## src/rtl/cfu_bus_arbiter.sv

```systemverilog
// cfu_bus_arbiter: shares one CFU between two command sources over the CFU cmd/rsp bus.
// Latency: grant in IDLE, CFU issue next cycle, rsp_valid one cycle after the CFU rsp fire.
// Backpressure: one command in flight; RESP holds until the owner takes the response.
//
// Ports:
//   clk, rst                    - single clock, synchronous active-high reset
//   io_req{0,1}_cmd_*           - requester command channels (ready is a grant pulse in IDLE)
//   io_req{0,1}_rsp_*           - requester response channels (payload from shared rsp regs)
//   io_cfu_cmd_*, io_cfu_rsp_*  - downstream CFU command/response channels
// Config macro: CFU_ARB_ROUND_ROBIN_EN selects round-robin on contention;
//   when undefined, requester 0 has fixed priority.

module cfu_bus_arbiter #(
  parameter int DATA_W = 32,
  parameter int FID_W  = 3
) (
  input  logic              clk,
  input  logic              rst,

  input  logic              io_req0_cmd_valid,
  output logic              io_req0_cmd_ready,
  input  logic [FID_W-1:0]  io_req0_cmd_payload_function_id,
  input  logic [DATA_W-1:0] io_req0_cmd_payload_inputs_0,
  input  logic [DATA_W-1:0] io_req0_cmd_payload_inputs_1,
  output logic              io_req0_rsp_valid,
  input  logic              io_req0_rsp_ready,
  output logic              io_req0_rsp_payload_response_ok,
  output logic [DATA_W-1:0] io_req0_rsp_payload_outputs_0,

  input  logic              io_req1_cmd_valid,
  output logic              io_req1_cmd_ready,
  input  logic [FID_W-1:0]  io_req1_cmd_payload_function_id,
  input  logic [DATA_W-1:0] io_req1_cmd_payload_inputs_0,
  input  logic [DATA_W-1:0] io_req1_cmd_payload_inputs_1,
  output logic              io_req1_rsp_valid,
  input  logic              io_req1_rsp_ready,
  output logic              io_req1_rsp_payload_response_ok,
  output logic [DATA_W-1:0] io_req1_rsp_payload_outputs_0,

  output logic              io_cfu_cmd_valid,
  input  logic              io_cfu_cmd_ready,
  output logic [FID_W-1:0]  io_cfu_cmd_payload_function_id,
  output logic [DATA_W-1:0] io_cfu_cmd_payload_inputs_0,
  output logic [DATA_W-1:0] io_cfu_cmd_payload_inputs_1,
  input  logic              io_cfu_rsp_valid,
  output logic              io_cfu_rsp_ready,
  input  logic              io_cfu_rsp_payload_response_ok,
  input  logic [DATA_W-1:0] io_cfu_rsp_payload_outputs_0
);

  typedef enum logic [1:0] {IDLE, ISSUE, WAIT, RESP} state_t;

`ifdef CFU_ARB_ROUND_ROBIN_EN
  localparam logic ROUND_ROBIN = 1'b1;
`else
  localparam logic ROUND_ROBIN = 1'b0;
`endif

  state_t              state;
  state_t              state_nxt;
  logic                owner;
  logic                last_grant;
  logic [FID_W-1:0]    cmd_fid;
  logic [DATA_W-1:0]   cmd_in0;
  logic [DATA_W-1:0]   cmd_in1;
  logic                rsp_ok;
  logic [DATA_W-1:0]   rsp_out0;

  logic                any_vld;
  logic                winner;
  logic                grant;
  logic                latch_rsp;

  assign any_vld = io_req0_cmd_valid | io_req1_cmd_valid;

  // On contention round-robin prefers the side not granted last; fixed
  // priority collapses this term to requester 0. A lone requester always wins.
  assign winner = (io_req0_cmd_valid & io_req1_cmd_valid) ? (ROUND_ROBIN & ~last_grant)
                                                          : ~io_req0_cmd_valid;

  assign io_req0_cmd_ready = grant & ~winner;
  assign io_req1_cmd_ready = grant &  winner;

  assign io_cfu_cmd_payload_function_id = cmd_fid;
  assign io_cfu_cmd_payload_inputs_0    = cmd_in0;
  assign io_cfu_cmd_payload_inputs_1    = cmd_in1;

  // Both requester ports see the response registers; rsp_valid alone selects the owner.
  assign io_req0_rsp_payload_response_ok = rsp_ok;
  assign io_req0_rsp_payload_outputs_0   = rsp_out0;
  assign io_req1_rsp_payload_response_ok = rsp_ok;
  assign io_req1_rsp_payload_outputs_0   = rsp_out0;

  always_comb begin
    state_nxt         = state;
    grant             = 1'b0;
    latch_rsp         = 1'b0;
    io_cfu_cmd_valid  = 1'b0;
    io_cfu_rsp_ready  = 1'b0;
    io_req0_rsp_valid = 1'b0;
    io_req1_rsp_valid = 1'b0;
    case (state)
      IDLE: begin
        if (any_vld) begin
          grant     = 1'b1;
          state_nxt = ISSUE;
        end
      end
      ISSUE: begin
        io_cfu_cmd_valid = 1'b1;
        // rsp_ready must already be high here: a combinational CFU ties its
        // cmd_ready to our rsp_ready and answers in the same cycle.
        io_cfu_rsp_ready = 1'b1;
        if (io_cfu_cmd_ready) begin
          if (io_cfu_rsp_valid) begin
            latch_rsp = 1'b1;
            state_nxt = RESP;
          end else begin
            state_nxt = WAIT;
          end
        end
      end
      WAIT: begin
        io_cfu_rsp_ready = 1'b1;
        if (io_cfu_rsp_valid) begin
          latch_rsp = 1'b1;
          state_nxt = RESP;
        end
      end
      RESP: begin
        io_req0_rsp_valid = ~owner;
        io_req1_rsp_valid =  owner;
        if (owner ? io_req1_rsp_ready : io_req0_rsp_ready) begin
          state_nxt = IDLE;
        end
      end
      default: state_nxt = IDLE;
    endcase
  end

  always_ff @(posedge clk) begin
    if (rst) begin
      state      <= IDLE;
      owner      <= 1'b0;
      last_grant <= 1'b1;
      cmd_fid    <= '0;
      cmd_in0    <= '0;
      cmd_in1    <= '0;
      rsp_ok     <= 1'b0;
      rsp_out0   <= '0;
    end else begin
      state <= state_nxt;
      if (grant) begin
        owner      <= winner;
        last_grant <= winner;
        cmd_fid    <= winner ? io_req1_cmd_payload_function_id : io_req0_cmd_payload_function_id;
        cmd_in0    <= winner ? io_req1_cmd_payload_inputs_0    : io_req0_cmd_payload_inputs_0;
        cmd_in1    <= winner ? io_req1_cmd_payload_inputs_1    : io_req0_cmd_payload_inputs_1;
      end
      if (latch_rsp) begin
        rsp_ok   <= io_cfu_rsp_payload_response_ok;
        rsp_out0 <= io_cfu_rsp_payload_outputs_0;
      end
    end
  end

endmodule

```

## config.mk

```make
export PLATFORM = sky130hd
export DESIGN_NAME = cfu_bus_arbiter
export DESIGN_NICKNAME = d
export VERILOG_FILES = /design/src/rtl/cfu_bus_arbiter.sv
export SDC_FILE = /design/constraint.sdc
export NUM_CORES = 1
export LEC_CHECK = 0
export CORE_MARGIN = 5
export CORE_UTILIZATION = 34
export CTS_BUF_LIST = sky130_fd_sc_hd__clkbuf_2 sky130_fd_sc_hd__clkbuf_4 sky130_fd_sc_hd__clkbuf_8
export CTS_CLUSTER_DIAMETER = 60
export DETAILED_ROUTE_END_ITERATION = 16
export GPL_ROUTABILITY_DRIVEN = 0
export PLACE_DENSITY_LB_ADDON = 0.12
export SYNTH_ARGS = -nofsm -noshare
export SYNTH_HDL_FRONTEND = slang
export SYNTH_SLANG_ARGS = --single-unit
```

## constraint.sdc

```tcl
create_clock -name clk -period 2.07 [get_ports clk]
set_clock_uncertainty 0.2 [all_clocks]
set_input_delay 0.621 -clock clk [delete_from_list [all_inputs] [get_ports clk]]
set_output_delay 0.621 -clock clk [all_outputs]
set_load 0.01 [all_outputs]
```

==> results of run 1 <==
[area by class of cell]
type	instances	area, µm²
Fill cell	1311	6230
Timing Repair Buffer	339	3250
Multi-Input combinational cell	329	2390
Sequential cell	103	2060
Tap cell	184	230
Clock buffer	15	188
Inverter	3	11.3
[cell usage in the layout, fill, tap and decap left out, types with 2 or more instances in the layout]
cell / count
sky130_fd_sc_hd__buf_4: 20
sky130_fd_sc_hd__a211oi_1: 27
sky130_fd_sc_hd__and2_1: 2
sky130_fd_sc_hd__a211oi_2: 40
sky130_fd_sc_hd__nand2_1: 4
sky130_fd_sc_hd__ha_4: 2
sky130_fd_sc_hd__clkbuf_4: 3
sky130_fd_sc_hd__mux2i_1: 70
sky130_fd_sc_hd__o21ai_0: 33
sky130_fd_sc_hd__dfxtp_1: 101
sky130_fd_sc_hd__ha_1: 2
sky130_fd_sc_hd__buf_6: 5
sky130_fd_sc_hd__clkdlybuf4s50_1: 171
sky130_fd_sc_hd__buf_12: 6
sky130_fd_sc_hd__a21oi_1: 33
sky130_fd_sc_hd__buf_2: 2
sky130_fd_sc_hd__nor2_1: 68
sky130_fd_sc_hd__nand3_1: 33
sky130_fd_sc_hd__clkbuf_8: 12
sky130_fd_sc_hd__dfxtp_2: 2
sky130_fd_sc_hd__inv_2: 2
sky130_fd_sc_hd__dlygate4sd2_1: 134
sky130_fd_sc_hd__nor2b_1: 3
[layer usage]
| metal | global-route usage [%] | share of wire [%] | vias to the layer above | wire length, µm |
|---|---|---|---|---|
| li1 | - | - | 2344 | - |
| met1 | 19.4 | 36 | 2177 | 5830 |
| met2 | 33.2 | 52 | 201 | 8500 |
| met3 | 5.24 | 10 | 21 | 1620 |
| met4 | 6.54 | 2.0 | 0 | 321 |
| met5 | 0 | 0 | - | 0 |
[metrics by stage]
stage	setup WS, ns	hold slack (ns)	power, W	TNS (ns)
global placement	-0.640	0.279	0.00701	-24.37
finish	-0.0446	0.290	0.00792	-0.107
CTS	-0.0740	0.294	0.00802	-0.198
detailed placement	-0.644	0.286	0.00712	-28.33
floorplan	-0.0335	0.275	0.00513	-0.0335
global route	-0.0938	0.316	0.00849	-0.248
[cell families after synthesis]
group,Yosys count,synth area share [%]
buffers and inverters,83,10.3
and+or+nand+nor,116,10.3
muxes,70,14.3
AOI/OAI and AO/OA,138,21.9
DFF,103,42.0
adders and majority gates,5,1.27
[Yosys cell counts, drive strengths merged (3+ instances only)]
library cell	number
dfxtp	103
mux2i	70
nor2	68
a211oi	67
buf	62
a21oi	34
nand3	33
o21ai	33
clkbuf	18
ha	5
nand2	4
nor2b	4
and2	3
inv	3
[worst paths after layout]
path                                                           to  slack (ns)  depth (start not counted)                               from
worst max-delay path                            io_req1_cmd_ready       -0.04                          4                  io_req1_cmd_valid
worst min-delay path            io_req0_rsp_payload_outputs_0[23]        0.29                          2  io_req0_rsp_payload_outputs_0[23]
worst max register to register  io_cfu_cmd_payload_function_id[2]        0.13                          7                           state[1]
worst min register to register  io_req0_rsp_payload_outputs_0[23]        0.29                          2  io_req0_rsp_payload_outputs_0[23]
[report_power, final]
group	switching (W)	leakage, nW	internal (W)	total, W
Clock	0.000639	0.100	0.000573	0.00121
Combinational	0.00213	2.73	0.00187	0.00400
Sequential	0.000239	0.849	0.00248	0.00272
Total	0.00301	3.68	0.00492	0.00792
[worst register-to-register path: stages (launching register included)]
cell                       delay [ns]
sky130_fd_sc_hd__dfxtp_2         0.34
sky130_fd_sc_hd__inv_2           0.08
sky130_fd_sc_hd__ha_4            0.16
sky130_fd_sc_hd__o21a_4          0.12
sky130_fd_sc_hd__buf_4           0.13
sky130_fd_sc_hd__buf_16          0.42
sky130_fd_sc_hd__nor2_1          0.15
sky130_fd_sc_hd__a211oi_1        0.25
[registers in the layout, summed over array words and instances, names as in the netlist]
name	flops
io_cfu_cmd_payload_inputs_0	32
io_cfu_cmd_payload_inputs_1	32
io_req0_rsp_payload_outputs_0	32
io_cfu_cmd_payload_function_id	3
state	2
io_req0_rsp_payload_response_ok	1
owner	1
[timing repair]
item                       4_1_cts  5_1_grt
gates resized for setup        172        2
pin swaps                        2        0
setup endpoints to repair      176        5
cloned                           0        0
==> results.md, run 1 <==
* Period utilization at 102%
* Top cells by area, synth: sky130_fd_sc_hd__dfxtp_1 (42%), sky130_fd_sc_hd__mux2i_1 (14%), sky130_fd_sc_hd__a211oi_2 (10%)
* Floorplan row count at 44
* Final global-route overflow total at 0
* Number of buffers created by CTS at 9
* Top cell type by total area after synthesis: sky130_fd_sc_hd__dfxtp_1
* Final std cell area, no fill at 8140 µm²
* Post-route ant nets at 0
* Total number of vias at 4,743
* Root Driver: sky130_fd_sc_hd__clkbuf_8
* Initial antenna violation count at 0
* Proportion of synthesized flip-flops having asynchronous set or reset at 0%
* Number of I/O pins at 314
* Ratio of routed vias to standard cells at just under 5
* Count of routing violations after the opening detailed-route iteration at 217
* Largest net degree at the start of global routing at 135
* Most used DFF post-synth: sky130_fd_sc_hd__dfxtp_1
* Slew of the pin with the lowest slew margin at 0.650 ns
* TritonCTS clock tree: yes
* Nature of the critical path startpoint: input pin
* # setup viols final at 3
* Distinct cells, synth at 26
* Worst slew margin relative to its limit at 56.6%
* Area Overhead vs Synth at 65.7%
* Worst path buffer plus inverter count at 2
* Bufs on Longest Clock Path at 2
* Vias in the first global route at 4,791
* Cell count after placement at 958
* Outcome: finished, violations left
* Total cell area at the placement stage at 8080 µm²
* GRT Util Overall at 18.0%
* CP Cell Sequence: dlygate4sd2_1 > o21a_4 > nor2b_4 > buf_6
* Clock latency of the later-clocked register in the worst-skew pair at 0.36 ns
* Post-layout instance count excluding filler cells at 973
* Total standard cell area after synthesis at approximately 4900 µm²
* Maximum vdd drop at approximately 0.00057 V
* Drt wl/cell at around 17 µm
* Wire length reported by the detailed router at 16,300 µm
* Net count reported at finish at 965
* Die footprint at 16,900 µm²
* Synthesis Warnings at 0
* Number of remaining DRC errors at 0
* Stage delay of the slowest cell on the critical path at approximately 0.25 ns
* Total setup buffers inserted after CTS at 0
* Core Footprint at 14,400 µm²
* Max-cap viol count at 0
* Highest Clock Rate at 473 MHz
* Final critical delay including setup and external delays at between 2 and 2.5 ns
* Max FO, Critical Path at 2
* Initial Utilization at 34.2%
* Post-cts hold buffer count at 0
* Kind of end point of the critical path: primary output
* Quantity of I/O buffers inserted on ports at ~310
* Diodes inserted at 0
* Category of cells accounting for the largest share of critical-path delay: buffers and inverters
* Unrepaired setup endpoints after global routing: yes
* Die X at 130 µm
* Fraction of the yosys area taken by sequential cells at 42.0%
* Share of cells above drive strength 1 at 12.8%
* Mean cell area of the mapped netlist at 9.54 µm²
* Number of hold violations in the final report at 0
* Number of synthesized register bits at 103
* Fraction of the core area covered by cells at the end of the flow at a little under three fifths
* HPWL after DPL at approximately 13,000 µm
* Final worst setup slack at -0.0446 ns
* Nets in the synthesized netlist at 695
* Arr. time, crit path at between 1 and 1.5 ns
* DRT Pass-1 Iters at 4
* Cell with the largest stage delay on the worst path: sky130_fd_sc_hd__dlygate4sd2_1
* Count of flip-flops with a built-in enable after synthesis at 0
* Worst hold path type: register to register
* Global-route wire length before repair at 24,100 µm
* Synthesized instance count at 515
* Pwr per Cell Area at 974 nW/µm²
* Clock-pin slew reported for the worst setup and hold paths after clock tree synthesis at 0.09 ns
* Leakage power at 3.68 nW
* Worst endpoint required time at 1.25 ns
* Area fraction of the dominant cell type after synthesis at between 40% and 50%
* Violations in the final reports: setup timing
* CTS H-tree lvls at 3
* Vertical die dimension at 130 µm
* Number of slew-limit violations in the final report at 0
* Count of clock tree sinks at 103
* Class of the most critical setup path: input pin to primary output
(Power assumes the default switching activity.)
==> inputs of run 2 (changes only) <==
--- a/config.mk
+++ b/config.mk
@@ -5,6 +5,8 @@
 export SDC_FILE = /design/constraint.sdc
 export NUM_CORES = 1
 export LEC_CHECK = 0
+export ABC_AREA = 1
+export CAP_MARGIN = 20
 export CORE_MARGIN = 5
 export CORE_UTILIZATION = 34
 export CTS_BUF_LIST = sky130_fd_sc_hd__clkbuf_2 sky130_fd_sc_hd__clkbuf_4 sky130_fd_sc_hd__clkbuf_8
==> run 2 against run 1 <==
Against the previous run: the flow still finishes with violations (setup timing); combinational power is 18% lower; power is 7.5% lower; global-route usage is 0.82 points higher; die area is 1.4% lower; hold slack worse by 0.028 ns; sequential power hardly changed; highest routed layer is now met5.
==> results.md, run 2 <==
* Synthesis Warnings at 0
* Vertical die dimension at approximately 130 µm
* Kind of end point of the critical path: primary output
* Sw Share at 36.7%
* Max-cap viol count at 0
* Worst hold path type: register to register
* HPWL after DPL at 12,200 µm
* Net Sw Power at 0.00269 W
* Clk network pwr share at 18.4%
* Global-route wire length before repair at about 25,000 µm
* Worst slack, placed at -0.750 ns
* Area fraction of the dominant cell type after synthesis at a little over two fifths
* Proportion of synthesized flip-flops having asynchronous set or reset at 0%
* Diodes inserted at 0
* Post-route ant nets at 0
* R2R Path Start: state[1]
* Core Footprint at 13,900 µm²
* Final std cell area, no fill at 8000 µm²
* Number of I/O pins at 314
* Share of cells above drive strength 1 at between 6 and 7%
* DRT Pass-1 Iters at 4
* Top cells by area, synth: sky130_fd_sc_hd__dfxtp_1 (43%), sky130_fd_sc_hd__nand2_1 (27%), sky130_fd_sc_hd__a21oi_1 (6.9%)
* Nature of the critical path startpoint: input pin
* Largest net degree at the start of global routing at 69
* Max FO, Critical Path at 3
* Outcome: finished, violations left
* Final critical delay including setup and external delays at 2.08 ns
* Worst endpoint required time at 1.25 ns
* Most frequent cells after synthesis: sky130_fd_sc_hd__nand2_1 (351), sky130_fd_sc_hd__dfxtp_1 (103), sky130_fd_sc_hd__nor2_1 (78)
* Number of synthesized register bits at 103
* Quantity of I/O buffers inserted on ports at 313
* Nets in the synthesized netlist at 920
* Total standard cell area after synthesis at roughly 4800 µm²
* Fraction of the core area covered by cells at the end of the flow at 57.4%
* # setup viols final at 1
* Distinct cells, synth at 17
* Worst slew margin relative to its limit at 50.5%
* Violations in the final reports: setup timing
* Most common library cell in the layout ignoring fill and taps: sky130_fd_sc_hd__nand2_1
* Final global-route overflow total at 0
* Mean cell area of the mapped netlist at between 6 and 7 µm²
* Initial antenna violation count at 1
* Root Driver: sky130_fd_sc_hd__clkbuf_8
* Area Overhead vs Synth at 65.4%
* Vias in the first global route at 4,740
* Number of buffers created by CTS at 9
* Total cell area at the placement stage at 7880 µm²
* Net count reported at finish at 1,185
* Fraction of the yosys area taken by sequential cells at a little over two fifths
* Clock latency of the later-clocked register in the worst-skew pair at approximately 0.36 ns
* Slew of the pin with the lowest slew margin at approximately 0.74 ns
* Count of flip-flops with a built-in enable after synthesis at 0
* Most frequent cell after synthesis: sky130_fd_sc_hd__nand2_1
* Synthesized instance count at 740
* Most frequent cells in the layout: sky130_fd_sc_hd__nand2_1 (349), sky130_fd_sc_hd__clkdlybuf4s50_1 (171), sky130_fd_sc_hd__dlygate4sd2_1 (133)
* Count of routing violations after the opening detailed-route iteration at 230
* Top cell type by total area after synthesis: sky130_fd_sc_hd__dfxtp_1
* Fraction of power consumed by combinational cells at between 40 and 50%
* Number of remaining DRC errors at 0
* Drt wl/cell at between 10 and 15 µm
* Worst hold start: io_cfu_cmd_payload_inputs_0[3]
* Total number of vias at 5,247
* Source of the critical timing path: io_req1_cmd_valid
* Maximum vdd drop at 0.000384 V
* Post-cts hold buffer count at 0
* Wire length reported by the detailed router at ~17,000 µm
* Bufs on Longest Clock Path at 2
* Pwr per Cell Area at 917 nW/µm²
* GRT Util Overall at 18.8%
* CTS H-tree lvls at 3
* Number of hold violations in the final report at 0
* Ratio of routed vias to standard cells at 4.41
* Final worst setup slack at -0.00619 ns
* Leakage power at 3.99 nW
* Floorplan row count at 43
* Initial Utilization at 34.7%
* Internal power contribution at 0.00464 W
* Arr. time, crit path at 1.26 ns
* Clock-pin slew reported for the worst setup and hold paths after clock tree synthesis at 0.09 ns
* Setup TNS at -0.00619 ns
* Period utilization at 100%
* TritonCTS clock tree: yes
* Most used DFF post-synth: sky130_fd_sc_hd__dfxtp_1
* Final hold slack at 0.263 ns
* Class of the most critical setup path: input pin to primary output
* Highest Clock Rate at 482 MHz
* Count of clock tree sinks at 103
* Die X at 129 µm
* Sequential cell fraction of total power at 37.0%
* Unrepaired setup endpoints after global routing: yes
* Die footprint at 16,700 µm²
* Number of slew-limit violations in the final report at 0
[run 2: final timing paths]
path                                     endpoint  slack (ns)  depth (start not counted)
hold / removal     io_cfu_cmd_payload_inputs_0[3]        0.26                          2
setup / recovery                io_req1_cmd_ready      -0.006                          8
setup reg to reg  io_cfu_cmd_payload_inputs_1[11]        0.20                          7
hold reg to reg    io_cfu_cmd_payload_inputs_0[3]        0.26                          2
[run 2: cell type report]
class / count / area, µm²
Clock inverter: 3 / 40.0
Multi-Input combinational cell: 542 / 2280
Sequential cell: 103 / 2060
Inverter: 16 / 67.6
Timing Repair Buffer: 333 / 3150
Clock buffer: 13 / 173
Tap cell: 180 / 225
Fill cell: 1433 / 5940
[run 2: logic make-up after synthesis]
group,count (synthesis),synth area share (%)
fa+ha+maj,5,1.29
buf+inv,95,11.4
simple gates,436,34.2
flops,103,42.7
compound gates,101,10.5
[run 2: power by group through the flow]
stage,Sequential (W),Clock [W],Combinational [W]
after floorplan,0.00298,0,0.00165
final,0.00272,0.00135,0.00327
after global routing,0.00278,0.00149,0.00361
after CTS,0.00273,0.00141,0.00327
after detailed placement,0.00278,0,0.00364
after global placement,0.00276,0,0.00364
[run 2: per-stage QoR]
step / instances / total power (W)
after floorplan: 740 / 0.00463
after global placement: 1172 / 0.00640
after detailed placement: 1172 / 0.00642
after CTS: 1189 / 0.00740
after global routing: 1190 / 0.00789
final: 1190 / 0.00733
[run 2: repair_timing]
| action | CTS | global route |
|---|---|---|
| setup buffers | 1 | 1 |
| setup endpoints to repair | 192 | 5 |
| gates resized for setup | 174 | 9 |
| pin swaps | 2 | 1 |
[run 2: routing by layer]
layer  vias up  global-route usage (%)  share of wire [%]
met3        20                    6.39                 10
met5         -                       0              0.078
met4         2                    6.61                1.9
met2       187                    32.3                 48
met1      2264                    21.8                 40
li1       2774                       -                  -
[run 2: critical path, cell delays in order]
cell                              delay [ns]
sky130_fd_sc_hd__clkdlybuf4s15_2        0.19
sky130_fd_sc_hd__inv_2                  0.06
sky130_fd_sc_hd__nand2_4                0.06
sky130_fd_sc_hd__nand2_4                0.10
sky130_fd_sc_hd__inv_4                  0.04
sky130_fd_sc_hd__nand2_2                0.05
sky130_fd_sc_hd__inv_2                  0.03
sky130_fd_sc_hd__buf_6                  0.10
==> inputs of run 3 (changes only) <==
--- a/config.mk
+++ b/config.mk
@@ -13,7 +13,8 @@
 export CTS_CLUSTER_DIAMETER = 60
 export DETAILED_ROUTE_END_ITERATION = 16
 export GPL_ROUTABILITY_DRIVEN = 0
-export PLACE_DENSITY_LB_ADDON = 0.12
+export PLACE_DENSITY = 0.79
+export RECOVER_POWER = 25
 export SYNTH_ARGS = -nofsm -noshare
 export SYNTH_HDL_FRONTEND = slang
 export SYNTH_SLANG_ARGS = --single-unit
==> run 3 against run 2 <==
Against the previous run: the run still ends with setup timing left; final cell count rose by 0.17%; sequential power barely moved; flip-flop and latch count did not move; hold slack improved by 0.0013 ns; clock-buffer cell count fell by 2; critical endpoint unchanged; combinational power rose by 2%; die area did not move; largest cell class unchanged; maximum frequency rose by 0.25%; critical path type unchanged; largest power group unchanged; critical path depth did not move; register-to-register slack barely moved; wire length rose by 1.1%; power fell by 0.63%.
==> results.md, run 3 (synthesis gave the netlist of run 2 again) <==
* CTS H-tree lvls at 3
* Class of the most critical setup path: input pin to primary output
* Unrepaired setup endpoints after global routing: yes
* Outcome: finished, violations left
* Number of slew-limit violations in the final report at 0
* Diodes inserted at 0
* Setup TNS at -0.00103 ns
* Vertical die dimension at 129 µm
* Number of I/O pins at roughly 310
* Slew of the pin with the lowest slew margin at between 0.7 and 0.8 ns
* Number of remaining DRC errors at 0
* Net count reported at finish at 1,188
* Max FO, Critical Path at 4
* Vias in the first global route at 5,003
* Leakage power at 3.98 nW
* Largest net degree at the start of global routing at 69
* HPWL after DPL at 12,700 µm
* Total cell area at the placement stage at 7870 µm²
* Total number of vias at 5,379
* Pwr per Cell Area at 915 nW/µm²
* Share of cells above drive strength 1 at 6.42%
* Initial Utilization at 34.7%
* Quantity of I/O buffers inserted on ports at 313
* Max-cap viol count at 0
* Ratio of routed vias to standard cells at 4.51
* Arr. time, crit path at 1.25 ns
* Final hold slack at 0.264 ns
* WL met2 at ~8500 µm
* Global-route wire length before repair at 24,900 µm
* Drt wl/cell at 14.2 µm
* Topmost layer with routed signal wires: met4
* Clock latency of the later-clocked register in the worst-skew pair at 0.36 ns
* Final worst setup slack at -0.00103 ns
* Post-layout instance count excluding filler cells at 1,192
* Floorplan row count at between 40 and 50
* Most frequent cells in the layout: sky130_fd_sc_hd__nand2_1 (349), sky130_fd_sc_hd__clkdlybuf4s50_1 (171), sky130_fd_sc_hd__dlygate4sd2_1 (133)
* Routed wire length on met3 at 2020 µm
* DRT Pass-1 Iters at 4
* Bufs on Longest Clock Path at 2
* GRT Util Overall at 18.9%
* Nature of the critical path startpoint: input pin
* Root Driver: sky130_fd_sc_hd__clkbuf_8
* Worst endpoint required time at between 1 and 1.5 ns
* Kind of end point of the critical path: primary output
* Maximum vdd drop at around 0.00047 V
* Die X at 129 µm
* Period utilization at 100%
* Total routed wire length on the met1 layer at between 6000 and 7000 µm
* Core Footprint at 13,900 µm²
* # setup viols final at 1
* Final std cell area, no fill at 7960 µm²
* Cell count after placement at 1,172
* Worst hold path type: register to register
* Count of routing violations after the opening detailed-route iteration at 235
* Number of buffers created by CTS at 9
* Final global-route overflow total at 0
* TritonCTS clock tree: yes
* Die footprint at 16,700 µm²
* Number of hold violations in the final report at 0
* Final critical delay including setup and external delays at 2.07 ns
* Post-cts hold buffer count at 0
* Violations in the final reports: setup timing
* Most common library cell in the layout ignoring fill and taps: sky130_fd_sc_hd__nand2_1
* Area Overhead vs Synth at 64.7%
* Highest Clock Rate at 483 MHz
* Initial antenna violation count at 0
* Worst slew margin relative to its limit at about 53%
* Wire length reported by the detailed router at 16,900 µm
* Post-route ant nets at 0
* Count of clock tree sinks at 103
* Clock-pin slew reported for the worst setup and hold paths after clock tree synthesis at roughly 0.09 ns
-- run 3: worst paths after layout --
check | start | to | slack [ns] | cells past startpoint
setup / recovery | io_req0_cmd_valid | io_req1_cmd_ready | -0.001 | 8
hold reg to reg | io_cfu_cmd_payload_inputs_1[4] | io_cfu_cmd_payload_inputs_1[4] | 0.26 | 2
hold / removal | io_cfu_cmd_payload_inputs_1[4] | io_cfu_cmd_payload_inputs_1[4] | 0.26 | 2
setup reg to reg | state[1] | io_cfu_cmd_payload_inputs_1[5] | 0.19 | 7
-- run 3: worst max-delay path: stages --
cell                      delay (ns)
sky130_fd_sc_hd__buf_2          0.14
sky130_fd_sc_hd__inv_6          0.10
sky130_fd_sc_hd__nand2_4        0.06
sky130_fd_sc_hd__nand2_4        0.10
sky130_fd_sc_hd__inv_4          0.04
sky130_fd_sc_hd__nand2_2        0.05
sky130_fd_sc_hd__inv_2          0.03
sky130_fd_sc_hd__buf_6          0.10
-- run 3: per-stage QoR --
| stage | util (%) | setup slack [ns] | total power (W) |
|---|---|---|---|
| finish | 57.1 | -0.00103 | 0.00729 |
| global route | 57.1 | -0.0785 | 0.00780 |
| CTS | 56.9 | -0.0234 | 0.00733 |
| detailed placement | 56.5 | -0.823 | 0.00643 |
| global placement | 56.5 | -0.792 | 0.00638 |
| floorplan | - | -0.0546 | 0.00463 |
-- run 3: final cells by class --
type | count | area (µm²)
well taps | 180 | 225
clock inverters | 4 | 47.5
repair buffers | 336 | 3140
fillers | 1371 | 5970
clock buffers | 11 | 139
inverters | 16 | 67.6
flip-flops and latches | 103 | 2060
multi-input cells | 542 | 2280
-- run 3: routing by layer --
layer  vias up  GRT usage (%)
met5         -              0
met4         0           5.99
met3        21           7.21
met2       228           34.3
met1      2349           20.2
li1       2781              -
-- run 3: repair_timing --
| action | 4_1_cts | 5_1_grt |
|---|---|---|
| gates resized for setup | 179 | 5 |
| hold endpoints to repair | 0 | 0 |
| pin swaps | 2 | 2 |
| buffers inserted | 3 | 2 |
| endpoints found under the setup margin | 206 | 5 |
-- run 3: power breakdown --
part / switching [W] / internal [W] / total, W
Combinational: 0.00179 / 0.00154 / 0.00332
Clock: 0.000667 / 0.000577 / 0.00124
Sequential: 0.000261 / 0.00246 / 0.00272
